--- src/rtl/serial_pattern_gen_if.sv ---
// Stimulus-side bundle for serial_pattern_gen: frame request, pattern word and
// the registered serial stream with its status flags.
interface serial_pattern_gen_if #(
    parameter int WIDTH = 8
);
    logic             start;
    logic [WIDTH-1:0] din;
    logic             repeat_en;
    logic             sout;
    logic             busy;
    logic             bit_tick;
    logic             done;

    modport master (
        output start, din, repeat_en,
        input  sout, busy, bit_tick, done
    );

    modport slave (
        input  start, din, repeat_en,
        output sout, busy, bit_tick, done
    );
endinterface

--- src/rtl/serial_pattern_gen.sv ---
// Parallel-to-serial pattern source: shifts a captured word out MSB-first,
// holding each bit DIV cycles, with optional seamless frame repeat.
module serial_pattern_gen #(
    parameter int   WIDTH    = 8,
    parameter int   DIV      = 1,
    parameter logic IDLE_BIT = 1'b0
) (
    input  logic                 clk,
    input  logic                 rst,
    serial_pattern_gen_if.slave  bus
);
    localparam int BW = (WIDTH > 1) ? $clog2(WIDTH) : 1;
    localparam int DW = (DIV > 1) ? $clog2(DIV) : 1;
    localparam logic [BW-1:0] BIT_MAX = BW'(WIDTH - 1);
    localparam logic [DW-1:0] DIV_MAX = DW'(DIV - 1);

    typedef enum logic {IDLE, SHIFT} state_e;

    state_e             state_q, state_d;
    logic [WIDTH-1:0]   word_q, word_d;
    // Holds only the bits still to be sent; the bit on sout lives in sout_q.
    logic [WIDTH-2:0]   shreg_q, shreg_d;
    logic [BW-1:0]      bit_cnt_q, bit_cnt_d;
    logic [DW-1:0]      div_cnt_q, div_cnt_d;
    logic               sout_q, sout_d;
    logic               busy_q, busy_d;
    logic               tick_q, tick_d;
    logic               done_q, done_d;

    always_ff @(posedge clk or negedge rst) begin
        if (!rst) begin
            state_q   <= IDLE;
            word_q    <= '0;
            shreg_q   <= '0;
            bit_cnt_q <= '0;
            div_cnt_q <= '0;
            sout_q    <= IDLE_BIT;
            busy_q    <= 1'b0;
            tick_q    <= 1'b0;
            done_q    <= 1'b0;
        end else begin
            state_q   <= state_d;
            word_q    <= word_d;
            shreg_q   <= shreg_d;
            bit_cnt_q <= bit_cnt_d;
            div_cnt_q <= div_cnt_d;
            sout_q    <= sout_d;
            busy_q    <= busy_d;
            tick_q    <= tick_d;
            done_q    <= done_d;
        end
    end

    always_comb begin
        state_d   = state_q;
        word_d    = word_q;
        shreg_d   = shreg_q;
        bit_cnt_d = bit_cnt_q;
        div_cnt_d = div_cnt_q;
        sout_d    = sout_q;
        busy_d    = busy_q;
        tick_d    = 1'b0;
        done_d    = 1'b0;

        unique case (state_q)
            IDLE: begin
                sout_d = IDLE_BIT;
                busy_d = 1'b0;
                if (bus.start) begin
                    state_d   = SHIFT;
                    word_d    = bus.din;
                    shreg_d   = bus.din[WIDTH-2:0];
                    sout_d    = bus.din[WIDTH-1];
                    busy_d    = 1'b1;
                    tick_d    = 1'b1;
                    bit_cnt_d = BIT_MAX;
                    div_cnt_d = DIV_MAX;
                end
            end
            SHIFT: begin
                if (div_cnt_q != '0) begin
                    div_cnt_d = div_cnt_q - 1'b1;
                end else if (bit_cnt_q != '0) begin
                    sout_d    = shreg_q[WIDTH-2];
                    shreg_d   = shreg_q << 1;
                    tick_d    = 1'b1;
                    bit_cnt_d = bit_cnt_q - 1'b1;
                    div_cnt_d = DIV_MAX;
                end else if (bus.repeat_en) begin
                    // Reload from the captured word so live din never leaks in.
                    sout_d    = word_q[WIDTH-1];
                    shreg_d   = word_q[WIDTH-2:0];
                    tick_d    = 1'b1;
                    bit_cnt_d = BIT_MAX;
                    div_cnt_d = DIV_MAX;
                end else begin
                    state_d = IDLE;
                    sout_d  = IDLE_BIT;
                    busy_d  = 1'b0;
                    done_d  = 1'b1;
                end
            end
            default: state_d = IDLE;
        endcase
    end

    assign bus.sout     = sout_q;
    assign bus.busy     = busy_q;
    assign bus.bit_tick = tick_q;
    assign bus.done     = done_q;
endmodule
--- src/flat_wrapper.sv ---
// flat-port wrapper written by rule: the top's interface ports become plain ports
module serial_pattern_gen_flat 
#(
    parameter int   WIDTH    = 8,
    parameter int   DIV      = 1,
    parameter logic IDLE_BIT = 1'b0
)
  (clk, rst, bus_start, bus_din, bus_repeat_en, bus_sout, bus_busy, bus_bit_tick, bus_done);
  serial_pattern_gen_if #(.WIDTH(WIDTH)) bus_i ();
  input  logic clk;
  input  logic rst;
  input wire logic [$bits(bus_i.start)-1:0] bus_start;
  input wire logic [$bits(bus_i.din)-1:0] bus_din;
  input wire logic [$bits(bus_i.repeat_en)-1:0] bus_repeat_en;
  output wire logic [$bits(bus_i.sout)-1:0] bus_sout;
  output wire logic [$bits(bus_i.busy)-1:0] bus_busy;
  output wire logic [$bits(bus_i.bit_tick)-1:0] bus_bit_tick;
  output wire logic [$bits(bus_i.done)-1:0] bus_done;
  assign bus_i.start = bus_start;
  assign bus_i.din = bus_din;
  assign bus_i.repeat_en = bus_repeat_en;
  assign bus_sout = bus_i.sout;
  assign bus_busy = bus_i.busy;
  assign bus_bit_tick = bus_i.bit_tick;
  assign bus_done = bus_i.done;
  serial_pattern_gen #(.WIDTH(WIDTH), .DIV(DIV), .IDLE_BIT(IDLE_BIT)) u_core (.clk(clk), .rst(rst), .bus(bus_i));
endmodule
--- config.mk ---
export PLATFORM = sky130hd
export DESIGN_NAME = serial_pattern_gen_flat
export DESIGN_NICKNAME = d
export VERILOG_FILES = /design/src/rtl/serial_pattern_gen_if.sv /design/src/rtl/serial_pattern_gen.sv /design/src/flat_wrapper.sv
export SDC_FILE = /design/constraint.sdc
export NUM_CORES = 1
export LEC_CHECK = 0
export CAP_MARGIN = 40
export CELL_PAD_IN_SITES_DETAIL_PLACEMENT = 1
export CELL_PAD_IN_SITES_GLOBAL_PLACEMENT = 1
export CORE_ASPECT_RATIO = 0.6
export CORE_MARGIN = 5
export CORE_UTILIZATION = 47
export CTS_BUF_LIST = sky130_fd_sc_hd__clkbuf_8
export CTS_CLUSTER_DIAMETER = 100
export DETAILED_ROUTE_END_ITERATION = 10
export PLACE_DENSITY = 0.9
export SLEW_MARGIN = 20
export SYNTH_ARGS = -nofsm -noshare
export SYNTH_HDL_FRONTEND = slang
export SYNTH_SLANG_ARGS = --single-unit
--- constraint.sdc ---
create_clock -name clk -period 4.7 [get_ports clk]
set_input_delay 0.47 -clock clk [delete_from_list [all_inputs] [get_ports clk]]
set_output_delay 0.47 -clock clk [all_outputs]
set_load 0.05 [all_outputs]
# Word-level counts from Yosys, hierarchy flattened
# Index checks and enable logic that the tools add are counted.
totals:
  regBits: 24
  input_bits: 12
  out_inout_bits: 4
  elab_cells: 54
classes:
  add_sub_neg: 2
  eq_ne: 5
  mux: 33
  bitwise: 1
  reduce_logical: 4
ops:
  columns: ["op", "count"]
  rows:
  - ["7-bit two-way mux", 4]
  - ["1-bit two-way mux", 18]
  - ["7-bit case mux with 2 select lines", 1]
  - ["3-bit two-way mux", 4]
  - ["1-bit case mux with 2 select lines", 5]
  - ["2-bit != test (second input constant)", 4]
  - ["3-bit case mux with 2 select lines", 1]
  - ["3-bit AND reduction", 2]
  - ["3-bit != test (second input constant)", 1]
  - ["3-bit nonzero test", 1]
  - ["3-bit by 1-bit subtractor with 3-bit output (second input constant)", 1]
  - ["2-bit AND reduction", 1]
  - ["1-bit inverter", 1]
  - ["1-bit subtractor (second input constant)", 1]

# Depth between registers and ports, before layout
logic_depth:
  ltp_word: 4
  ltp_mapped: 7
  mapped_depth_nobuf: 6

# Least setup slack after synthesis
# OpenSTA, ideal clock, no wires.
synth_path:
  path_type: "register to register"
  from: "register u_core.state_q"
  to: "register u_core.shreg_q[1]"
  setup_ps: 92
  arrival_ps: 1583
  t_required_ps: 4608
  setup_slack_ps: 3025
  stages_incl_launch_ff: 6
  n_path_buf: 2
  period_less_slack_ps: 1675
  cell_sequence: "dfrtp_1 -> and4bb_1 -> buf_6 -> or2_4 -> buf_6 -> o31ai_2"
synth_via:
  elab_chain_cells: 3
  elab_cells_between_ends: 6
  classes_between: "eq/ne (3); mux (1); bitwise (1); reduce/logical (1)"
synth_lines:
  columns: ["element", "line_no", "rtl"]
  rows:
  - ["start: declaration", "serial_pattern_gen.sv:19", "state_e state_q, state_d;"]
  - ["start signal: assignment", "serial_pattern_gen.sv:42", "state_q <= state_d;"]
  - ["1-bit inverter (no source line)", null, null]
  - ["2-bit != test (no source line)", null, null]
  - ["3-bit AND reduction (no source line)", null, null]
  - ["end signal: assignment", "serial_pattern_gen.sv:44", "shreg_q <= shreg_d;"]
  - ["end: declaration", "serial_pattern_gen.sv:22", "logic [WIDTH-2:0] shreg_q, shreg_d;"]
# Several ways; a longest one is shown, not always the timed one.
# A chain may end at the register's enable or synchronous reset.

==> impl_metrics.yaml <==
timing:
  max_freq_ghz: 0.441
  rsz0062_at_grt: "false"
  worst_slew_pin_slew_ns: 0.501
  finalCritPeriodShare_pct: 48.2
  setup_tns_ns: 0
  fin_skew_ns: 0.00414
  slew_violations: 0
  relSlewSlack_pct: 66.5
  setup_violations: 0
  timing_hold_violations_final: 0
  fin_crit_ns: 2.27
drt:
  ant_nets: 0
  drc_errors: 0
  wl_um: 2490
  drt-initial-drc-count: 33
  drt-pass1-iter-count: 4
  vias_per_cell: 5.89
  routedWlPerCell_um: 18.1
  vias: 813
layout:
  diodes: 0
  final_cell_mix: "dfrtp_1, clkdlybuf4s50_1, nor2_1, o21ai_0, mux2_2"
  nNetsFinal: 124
  areaGrowthSynthToFinish_pct: 21.0
  layout-drive-gt1-share_pct: 17.6
  fin_area_mm2: 0.00130
  layout_commonest_cell: "dfrtp_1"
power_and_ir_drop:
  p_clk_share_pct: 14.9
  irDropWorstVdd_mv: 0.324
  power_frac_comb_pct: 42.0
  power_density_mw_per_mm2: 585
  p_int_mw: 0.477
  leakage_nw: 0.578
  seq_power_share_pct: 43.1
  switchingPower_mw: 0.282
  sw_frac_of_total_pct: 37.1
  power_mw: 0.759
placement:
  dpl.hpwl_um: 1820
  portBuffers: 15
  placed_area_mm2: 0.00125
  routabilityCongestion: 0.752
synth:
  synthesis.area_mm2: 0.00107
  yosysUniqueCellTypes: 26
  yosysSeqAreaShare_pct: 51.3
  synth_warnings: 0
  synthCells: 94
  ys_ff_latch: 22
  avgSynthCellArea_um2: 11.4
  syn-num-nets: 108
worst_hold_path:
  hold_class: "reg -> reg"
setup_path:
  worstPathArrival_ns: 1.80
  crit_path_end_kind: "output port"
  worstSetupPathType: "reg -> out"
  path_buf_inv: 1
  worstPathCellList: "clkdlybuf4s50_1"
  crit_slowest_cell: "clkdlybuf4s50_1"
  start_kind: "register"
  required_ns: 4.23
  crit_path_max_fanout: 14
  slowest_delay_ns: 0.90
  crit_family: "buffers and inverters"
clocking:
  cts_resized: 0
  htreeDepth: 1
  path_clk_slew_ns: 0.08
  numCtsBuffers: 3
  root_buffer: "clkbuf_8"
  postCtsHoldBufs: 0
  cts_tree: "built"
  cts_setup_buffers: 0
  cts_buffer_depth: 2
  clock_insertion_delay_worst_skew_ns: 0.26
  cts_sinks: 22
floorplanning:
  io_pins: 16
  fp.dieH_um: 47
  core_mm2: 0.00216
  initial_core_util_pct: 49.6
  die_x_um: 71.7
  die-area_mm2: 0.00337
  row_count: 13
global_route:
  grt_pass1_vias: 872
  grt_antenna_before_repair: 0
  grt_max_degree: 17
  gr-usage-all-layers_pct: 16.7
  gr-total-overflow: 0
  grt_first_pass_wirelength_um: 4210
outcome:
  status: "complete, no violations"
run:
  drv_cap: 0
==> registers in the layout, summed over array words and instances (netlist names) <==
register and flops:
u_core.shreg_q 7, u_core.bus.sout 1, u_core.word_q 8, u_core.state_q 1, u_core.bus.busy 1, u_core.bit_cnt_q 3
u_core.bus.done 1
==> cell families after synthesis <==
logic type	after synthesis	share of synthesized area, %
muxes	7	7.35
DFF	22	51.3
and+or+nand+nor	24	13.9
buffers and inverters	11	5.37
adders and majority gates	2	2.33
AOI/OAI and AO/OA	28	19.7
==> final cells by class <==
type,instances,area (µm²)
clock buffer,3,41.3
fill,246,866
inverter,5,18.8
multi-input combinational,61,464
sequential,22,551
tap,30,37.5
timing repair buffer,17,185
==> power groups by stage <==
stage,Sequential [mW],Clock (mW),Combinational (mW)
3_3_place_gp,0.323,0,0.291
4_1_cts,0.325,0.118,0.320
5_1_grt,0.335,0.128,0.344
3_5_place_dp,0.329,0,0.316
2_1_floorplan,0.338,0,0.213
6_report,0.327,0.113,0.319
==> per-stage QoR <==
| stage | setup slack, ns | hold WS (ns) | util (%) | std cells |
|---|---|---|---|---|
| floorplan | 3.03 | 0.174 | - | 94 |
| global placement | 2.55 | 0.486 | 56.4 | 133 |
| detailed placement | 2.47 | 0.490 | 57.7 | 134 |
| CTS | 2.43 | 0.507 | 59.6 | 137 |
| global route | 2.37 | 0.526 | 60.0 | 138 |
| finish | 2.43 | 0.503 | 60.0 | 138 |
==> cells in the mapped netlist <==
master / n / area share, %
buf_6: 2 / 2.1
nand2b_1: 1 / 0.58
a2bb2oi_1: 1 / 0.82
nor2b_1: 1 / 0.58
mux2_2: 7 / 7.4
o22a_1: 1 / 0.82
a32oi_1: 1 / 0.82
nand2_1: 2 / 0.70
a21oi_1: 3 / 1.4
buf_2: 1 / 0.47
o21ai_1: 1 / 0.47
o21ai_0: 9 / 4.2
and3_1: 1 / 0.58
nor2_1: 9 / 3.2
inv_1: 4 / 1.4
clkbuf_1: 3 / 1.1
a211oi_1: 6 / 4.2
nor3_1: 1 / 0.47
dfrtp_1: 22 / 51
and3b_1: 6 / 4.9
and4bb_1: 1 / 1.2
o31ai_2: 6 / 7.0
and4b_1: 1 / 0.93
or2_4: 1 / 0.82
ha_1: 2 / 2.3
clkinv_1: 1 / 0.35
==> metal layers <==
metal  vias to the layer above  GRT usage, %  wire length, µm  part of all wire (%)
met3                         2          5.34              129                   5.2
met1                       418          19.9             1150                    46
li1                        370             -                -                     -
met5                         -             0                0                     0
met2                        23          31.0             1210                    48
met4                         0          2.25                8                  0.32
==> path summary, 6_finish.rpt <==
check,start,endpoint,cells after the start,slack (ns)
max in group asynchronous,rst,u_core.shreg_q[4],2,3.77
min reg2reg,u_core.word_q[4],u_core.word_q[4],1,0.50
max reg2reg,u_core.bit_cnt_q[1],u_core.bit_cnt_q[2],6,2.75
max,u_core.state_q,bus_bit_tick,1,2.43
min in group asynchronous,rst,u_core.bus.done,1,0.51
min,u_core.word_q[4],u_core.word_q[4],1,0.50
Note: power is estimated with default switching activity, not from simulation.
